**config.mk**
```make
export PLATFORM = sky130hd
export DESIGN_NAME = trng_sample_ctrl_flat
export DESIGN_NICKNAME = d
export VERILOG_FILES = /design/src/rtl/trng_sample_ctrl_if.sv /design/src/rtl/trng_sample_ctrl.sv /design/src/flat_wrapper.sv
export SDC_FILE = /design/constraint.sdc
export NUM_CORES = 1
export LEC_CHECK = 0
export BUFFER_PORTS_ARGS = -buffer_cell sky130_fd_sc_hd__buf_2
export CAP_MARGIN = 30
export CORE_UTILIZATION = 55
export DETAILED_ROUTE_END_ITERATION = 10
export PLACE_DENSITY_LB_ADDON = 0.1
export SYNTH_ARGS = -nofsm -noshare
export SYNTH_HDL_FRONTEND = slang
export SYNTH_SLANG_ARGS = --single-unit
```
**constraint.sdc**
```tcl
create_clock -name clk -period 3.75 [get_ports clk]
set_clock_uncertainty 0.05 [all_clocks]
set_input_delay 0.375 -clock clk [delete_from_list [all_inputs] [get_ports clk]]
set_output_delay 0.375 -clock clk [all_outputs]
set_load 0.02 [all_outputs]
```
**src/rtl/trng_sample_ctrl_if.sv**
```systemverilog
// Stream and control bundle between the sampling controller, the counter and the readout side.
interface trng_sample_ctrl_if #(
    parameter int unsigned WORD_W = 32
);
    logic              start;
    logic              stop;
    logic              cnt_rst;
    logic [7:0]        count;
    logic              count_en;
    logic [WORD_W-1:0] dout;
    logic              dout_valid;
    logic              dout_ready;
    logic              busy;
    logic              error;
    logic              err_clr;

    // Environment side: issues commands, supplies counter results, consumes words.
    modport master (
        output start, stop, count, count_en, dout_ready, err_clr,
        input  cnt_rst, dout, dout_valid, busy, error
    );

    // Controller side.
    modport slave (
        input  start, stop, count, count_en, dout_ready, err_clr,
        output cnt_rst, dout, dout_valid, busy, error
    );
endinterface

```
**src/rtl/trng_sample_ctrl.sv**
```systemverilog
// Sequences a coherent-sampling counter, health-checks its results and packs
// COUNT[0] of accepted samples into words delivered on a valid/ready stream.
module trng_sample_ctrl #(
    parameter int unsigned WORD_W     = 32,
    parameter int unsigned CRST_CYC   = 16,
    parameter int unsigned WARMUP     = 4,
    parameter int unsigned ZERO_LIMIT = 3,
    parameter int unsigned REP_LIMIT  = 8
) (
    input logic                clk,
    input logic                rst,
    trng_sample_ctrl_if.slave  bus
);

    localparam int unsigned     NW        = (WORD_W > 1) ? $clog2(WORD_W) : 1;
    localparam logic [NW-1:0]   LAST_BIT  = NW'(WORD_W - 1);
    localparam logic [NW-1:0]   NB_ONE    = NW'(1);
    localparam logic [7:0]      CRST_LAST = 8'(CRST_CYC - 1);
    localparam logic [8:0]      WARM_N    = 9'(WARMUP);
    localparam logic [8:0]      ZL        = 9'(ZERO_LIMIT);
    localparam logic [8:0]      RL        = 9'(REP_LIMIT);

    typedef enum logic [1:0] {StIdle, StCrst, StWarm, StRun} state_e;

    state_e            state_q, state_d;
    logic [7:0]        crst_cnt_q, crst_cnt_d;
    logic [7:0]        warm_cnt_q, warm_cnt_d;
    logic [7:0]        zcnt_q, zcnt_d;
    logic [7:0]        rcnt_q, rcnt_d;
    logic [7:0]        last_q, last_d;
    logic [NW-1:0]     nbits_q, nbits_d;
    logic [WORD_W-1:0] shreg_q, shreg_d;
    logic [WORD_W-1:0] dout_q, dout_d;
    logic              dout_valid_q, dout_valid_d;
    logic              error_q, error_d;
    logic              cnt_rst_q, cnt_rst_d;
    logic              busy_q, busy_d;

    logic [8:0]        zcnt_inc, rcnt_inc;
    logic              fault;
    logic              word_done;
    logic [WORD_W-1:0] word;

    // Health counters as they would be after the current strobe; a fault is the strobe
    // that takes either run length up to its limit.
    always_comb begin
        zcnt_inc = (bus.count == 8'h00) ? {1'b0, zcnt_q} + 9'd1 : 9'd0;
        rcnt_inc = (bus.count == last_q) ? {1'b0, rcnt_q} + 9'd1 : 9'd1;
        fault    = (state_q == StRun) && bus.count_en && ((zcnt_inc >= ZL) || (rcnt_inc >= RL));
    end

    // State register.
    always_ff @(posedge clk or posedge rst) begin
        if (rst) begin
            state_q <= StIdle;
        end else begin
            state_q <= state_d;
        end
    end

    // Next-state logic; STOP wins over everything except entering from IDLE.
    always_comb begin
        state_d = state_q;
        unique case (state_q)
            StIdle: begin
                if (bus.start && !error_q) state_d = StCrst;
            end
            StCrst: begin
                if (bus.stop) begin
                    state_d = StIdle;
                end else if (crst_cnt_q == CRST_LAST) begin
                    if (WARMUP == 0) state_d = StRun;
                    else             state_d = StWarm;
                end
            end
            StWarm: begin
                if (bus.stop) begin
                    state_d = StIdle;
                end else if (bus.count_en && ({1'b0, warm_cnt_q} + 9'd1 == WARM_N)) begin
                    state_d = StRun;
                end
            end
            StRun: begin
                if (bus.stop || fault) state_d = StIdle;
            end
            default: state_d = StIdle;
        endcase
    end

    // Registered FSM outputs, derived from the state being entered.
    always_comb begin
        cnt_rst_d = (state_d == StIdle) || (state_d == StCrst);
        busy_d    = (state_d != StIdle);
    end

    // Datapath next state: phase counters, health tracking, packing and output word.
    always_comb begin
        crst_cnt_d   = (state_q == StCrst) ? crst_cnt_q + 8'd1 : 8'd0;
        warm_cnt_d   = 8'd0;
        if (state_q == StWarm) begin
            warm_cnt_d = bus.count_en ? warm_cnt_q + 8'd1 : warm_cnt_q;
        end

        zcnt_d       = zcnt_q;
        rcnt_d       = rcnt_q;
        last_d       = last_q;
        nbits_d      = nbits_q;
        shreg_d      = shreg_q;
        word_done    = 1'b0;
        word         = shreg_q;

        // Outside RUN nothing is in flight, so every new run starts from a clean slate.
        if (state_q != StRun) begin
            zcnt_d  = 8'd0;
            rcnt_d  = 8'd0;
            last_d  = 8'd0;
            nbits_d = '0;
            shreg_d = '0;
        end else if (bus.count_en && !fault) begin
            zcnt_d      = zcnt_inc[7:0];
            rcnt_d      = rcnt_inc[7:0];
            last_d      = bus.count;
            word[nbits_q] = bus.count[0];
            if (nbits_q == LAST_BIT) begin
                word_done = 1'b1;
                nbits_d   = '0;
                shreg_d   = '0;
            end else begin
                nbits_d   = nbits_q + NB_ONE;
                shreg_d   = word;
            end
        end

        // Leaving RUN drops any partial word; a word completed this cycle still goes out.
        if ((state_q == StRun) && (bus.stop || fault)) begin
            nbits_d = '0;
            shreg_d = '0;
        end

        dout_d       = dout_q;
        dout_valid_d = dout_valid_q;
        if (word_done && (!dout_valid_q || bus.dout_ready)) begin
            dout_d       = word;
            dout_valid_d = 1'b1;
        end else if (dout_valid_q && bus.dout_ready) begin
            dout_valid_d = 1'b0;
        end

        error_d = error_q;
        if (fault) begin
            error_d = 1'b1;
        end else if ((state_q == StIdle) && bus.err_clr) begin
            error_d = 1'b0;
        end
    end

    // Datapath and output registers.
    always_ff @(posedge clk or posedge rst) begin
        if (rst) begin
            crst_cnt_q   <= 8'd0;
            warm_cnt_q   <= 8'd0;
            zcnt_q       <= 8'd0;
            rcnt_q       <= 8'd0;
            last_q       <= 8'd0;
            nbits_q      <= '0;
            shreg_q      <= '0;
            dout_q       <= '0;
            dout_valid_q <= 1'b0;
            error_q      <= 1'b0;
            cnt_rst_q    <= 1'b1;
            busy_q       <= 1'b0;
        end else begin
            crst_cnt_q   <= crst_cnt_d;
            warm_cnt_q   <= warm_cnt_d;
            zcnt_q       <= zcnt_d;
            rcnt_q       <= rcnt_d;
            last_q       <= last_d;
            nbits_q      <= nbits_d;
            shreg_q      <= shreg_d;
            dout_q       <= dout_d;
            dout_valid_q <= dout_valid_d;
            error_q      <= error_d;
            cnt_rst_q    <= cnt_rst_d;
            busy_q       <= busy_d;
        end
    end

    assign bus.cnt_rst    = cnt_rst_q;
    assign bus.busy       = busy_q;
    assign bus.error      = error_q;
    assign bus.dout       = dout_q;
    assign bus.dout_valid = dout_valid_q;

endmodule

```
**src/flat_wrapper.sv**
```systemverilog
// flat-port wrapper written by rule: the top's interface ports become plain ports
module trng_sample_ctrl_flat 
#(
    parameter int unsigned WORD_W     = 32,
    parameter int unsigned CRST_CYC   = 16,
    parameter int unsigned WARMUP     = 4,
    parameter int unsigned ZERO_LIMIT = 3,
    parameter int unsigned REP_LIMIT  = 8
)
  (clk, rst, bus_start, bus_stop, bus_count, bus_count_en, bus_dout_ready, bus_err_clr, bus_cnt_rst, bus_dout, bus_dout_valid, bus_busy, bus_error);
  trng_sample_ctrl_if #(.WORD_W(WORD_W)) bus_i ();
  input logic clk;
  input logic rst;
  input wire logic [$bits(bus_i.start)-1:0] bus_start;
  input wire logic [$bits(bus_i.stop)-1:0] bus_stop;
  input wire logic [$bits(bus_i.count)-1:0] bus_count;
  input wire logic [$bits(bus_i.count_en)-1:0] bus_count_en;
  input wire logic [$bits(bus_i.dout_ready)-1:0] bus_dout_ready;
  input wire logic [$bits(bus_i.err_clr)-1:0] bus_err_clr;
  output wire logic [$bits(bus_i.cnt_rst)-1:0] bus_cnt_rst;
  output wire logic [$bits(bus_i.dout)-1:0] bus_dout;
  output wire logic [$bits(bus_i.dout_valid)-1:0] bus_dout_valid;
  output wire logic [$bits(bus_i.busy)-1:0] bus_busy;
  output wire logic [$bits(bus_i.error)-1:0] bus_error;
  assign bus_i.start = bus_start;
  assign bus_i.stop = bus_stop;
  assign bus_i.count = bus_count;
  assign bus_i.count_en = bus_count_en;
  assign bus_i.dout_ready = bus_dout_ready;
  assign bus_i.err_clr = bus_err_clr;
  assign bus_cnt_rst = bus_i.cnt_rst;
  assign bus_dout = bus_i.dout;
  assign bus_dout_valid = bus_i.dout_valid;
  assign bus_busy = bus_i.busy;
  assign bus_error = bus_i.error;
  trng_sample_ctrl #(.WORD_W(WORD_W), .CRST_CYC(CRST_CYC), .WARMUP(WARMUP), .ZERO_LIMIT(ZERO_LIMIT), .REP_LIMIT(REP_LIMIT)) u_core (.clk(clk), .rst(rst), .bus(bus_i));
endmodule
```
==> out/qor.yml <==
cts:
  insertion_delay_ns: 0.52
  cts_tree: "yes"
  clock-sinks: 115
  clockBufferDepth: 2
  h-tree-depth: 4
  cts_made_buffers: 17
  cts_root_buf: "clkbuf_8"
  post-cts-setup-buffers: 0
  cts.clk_slew.worst_paths_ns: 0.06
sta:
  fin_tns_setup_ns: 0
  whs_ns: 0.06703
  max_slew_margin_pct: 33.37
  fmax_ghz: 0.3301
  tightest_slew_ns: 0.9994
  setup_ws_ns: 0.7204
  fin_crit_sh_pct: 80.79
  setup_viol: 0
  rsz0062_at_grt: "false"
  drv_slew: 0
  hold_violations: 0
  period_needed_ns: 3.030
logic_synthesis:
  ys_warn_count: 0
  synth_fp_nets: 612
  synth_edf_count: 0
  ys_types: 49
  syn_area_per_cell_sq_um: 10.17
  synth-seq-area-share_pct: 48.24
  ys.flop_type: "dfrtp_1"
  synthArstFlopShare_pct: 100.0
  synthCells: 587
  syn_area_sq_um: 5968
  ys_ff_latch: 115
setup_path:
  critPathRequiredTime_ns: 4.11
  crit_chain: "ha_1 -> or3_1 -> a2111oi_0 -> o22ai_1 -> nand2_1 -> nand3_1 -> buf_4 -> and3_1"
  critPathCaptureType: "flop"
  cp_num_buf_inv: 1
  crit_slowest_cell: "dfrtp_1"
  cp_slowest_stage_delay_ns: 0.45
  path_delay_family: "simple AND/OR/NAND/NOR gates"
  path_class: "flop to flop"
  arrival_ns: 3.39
  crit_fanout: 13
  worstSetupStartpointType: "flop"
routing:
  drt-total-wl_um: 13280
  num_vias: 4696
  drc: 0
  drtIter0Drc: 292
  detail-route-antenna-nets: 0
  vias_per_cell: 6.044
  post_drt_wl_per_cell_um: 17.10
  dr.pass1.iters: 5
floorplanning:
  die_area_sq_um: 11270
  die_w_um: 106.2
  ios: 51
  die_h_um: 106.2
  row_count: 37
  start_util_pct: 57.30
  core_sq_um: 10420
run:
  drv_cap: 0
placement:
  dpl-instance-area_sq_um: 6350
  dpl.hpwl_um: 8248
  placedCellCount: 744
  dp_slack_ns: 0.7223
  gp_congestion: 0.7781
  numPortBuffers: 50
min_path:
  holdCritPathClass: "input port to flop"
status:
  outcome: "finished clean"
grt:
  grt_usage_pct: 25.37
  grt_max_degree: 48
  grt_pass1_wl_um: 22410
  antenna_found_initial: 0
  grt_overflow: 0
  grt_pass1_vias: 4631
pwr:
  finalPower_mw: 2.912
  power.density_nw_per_um2: 420.9
  peakVddDrop_mv: 0.3262
  p_leak_nw: 3.168
layout:
  layoutNonFillerInstCount: 777
  fin_area_sq_um: 6918
  drive_gt1_share_pct: 24.49
  fin_nets: 653
  fill_cells: 836
  num_antenna_cells: 0
  utilization_pct: 66.41
  area_growth_pct: 15.91
-- registers in the layout, summed over array words and instances, names as in the netlist --
register	cells
u_core.zcnt_q	8
u_core.crst_cnt_q	8
u_core.nbits_q	5
u_core.bus.busy	1
u_core.bus.error	1
u_core.bus.dout_valid	1
u_core.warm_cnt_q	8
u_core.last_q	8
u_core.bus.cnt_rst	1
u_core.bus.dout	32
u_core.state_q	2
u_core.rcnt_q	8
u_core.shreg_q	32
-- cell usage after synthesis, types with 2 or more instances --
| master | count | area share (%) |
|---|---|---|
| mux2i_1 | 11 | 1.8 |
| nand3_1 | 16 | 1.3 |
| buf_1 | 2 | 0.13 |
| and2_1 | 3 | 0.31 |
| nand4_1 | 28 | 2.9 |
| mux2_1 | 3 | 0.57 |
| ha_1 | 10 | 2.1 |
| nand2_1 | 65 | 4.1 |
| or4_1 | 3 | 0.38 |
| a21boi_0 | 2 | 0.25 |
| dfrtp_1 | 114 | 48 |
| nand3b_1 | 2 | 0.25 |
| a32oi_1 | 16 | 2.3 |
| o21ai_0 | 7 | 0.59 |
| and3_1 | 16 | 1.7 |
| nor4_1 | 3 | 0.31 |
| mux2_2 | 62 | 12 |
| a41o_1 | 2 | 0.34 |
| nand2b_1 | 12 | 1.3 |
| a21oi_1 | 40 | 3.4 |
| xor2_1 | 7 | 1.0 |
| clkbuf_1 | 34 | 2.1 |
| inv_1 | 9 | 0.57 |
| xnor2_1 | 15 | 2.2 |
| o2111ai_1 | 16 | 2.3 |
| nor3_1 | 3 | 0.25 |
| a31oi_1 | 3 | 0.31 |
| o22ai_1 | 2 | 0.21 |
| buf_2 | 7 | 0.59 |
| nor2_1 | 51 | 3.2 |
| or3_1 | 5 | 0.52 |
-- layer usage --
metal / share of wire [%] / track usage, %
met3: 4.4 / 4.905
met2: 48 / 39.80
met5: 0 / 0
met1: 46 / 35.43
met4: 1.2 / 8.333
-- placed cells by master (no fill, tap or decap), drive strengths merged, types with 9 or more instances in the layout --
| cell | n |
|---|---|
| dfrtp | 114 |
| nand2 | 65 |
| mux2 | 65 |
| buf | 64 |
| nor2 | 51 |
| a21oi | 41 |
| nand4 | 28 |
| clkbuf | 26 |
| and3 | 16 |
| nand3 | 16 |
| o2111ai | 16 |
| a32oi | 16 |
| xnor2 | 15 |
| nand2b | 12 |
| mux2i | 11 |
| ha | 10 |
| inv | 9 |
-- power breakdown --
group	switching, mW	leakage [nW]	internal [mW]
logic	0.0809	1.30	0.0388
registers	0.0107	1.60	1.26
clock network	0.531	0.277	0.993
total	0.623	3.17	2.29
-- cells by family after synthesis --
logic type / count (synthesis) / share of synthesized area, %
and+or+nand+nor: 211 / 17.04
DFF: 115 / 48.24
AOI/OAI and AO/OA: 101 / 11.87
muxes: 76 / 14.11
buffers and inverters: 52 / 3.417
xor gates and xnor gates: 22 / 3.229
adders and majority gates: 10 / 2.096
-- area by class of cell --
type / count / area [sq um] / area share [%]
repair buffers: 65 / 389.1 / 5.625
clock inverters: 6 / 80.08 / 1.158
multi-input cells: 420 / 2885 / 41.71
well taps: 136 / 170.2 / 2.460
inverters: 9 / 36.28 / 0.5245
clock buffers: 26 / 478.0 / 6.909
flip-flops and latches: 115 / 2879 / 41.62
-- worst paths after layout --
| kind | cells after the start | start | slack [ns] | to |
|---|---|---|---|---|
| max reg2reg | 8 | u_core.rcnt_q[0] | 0.72 | u_core.zcnt_q[5] |
| max | 8 | u_core.rcnt_q[0] | 0.72 | u_core.zcnt_q[5] |
| min in group asynchronous | 3 | rst | 0.40 | u_core.bus.busy |
| min reg2reg | 1 | u_core.crst_cnt_q[0] | 0.40 | u_core.crst_cnt_q[0] |
| min | 3 | bus_count[6] | 0.07 | u_core.last_q[6] |
| max in group asynchronous | 4 | rst | 2.57 | u_core.bus.cnt_rst |
-- tightest hold or removal path, cell delays in order --
cell and delay (ns):
buf_2 0.12, nand2_1 0.05, mux2i_1 0.05
-- timing repair --
item | CTS | global route
resized for setup | 0 | 0
hold endpoints to repair | 35 | 0
setup endpoints to repair | 0 | 0
hold buffers | 1 | 0
(Power assumes the default switching activity.)
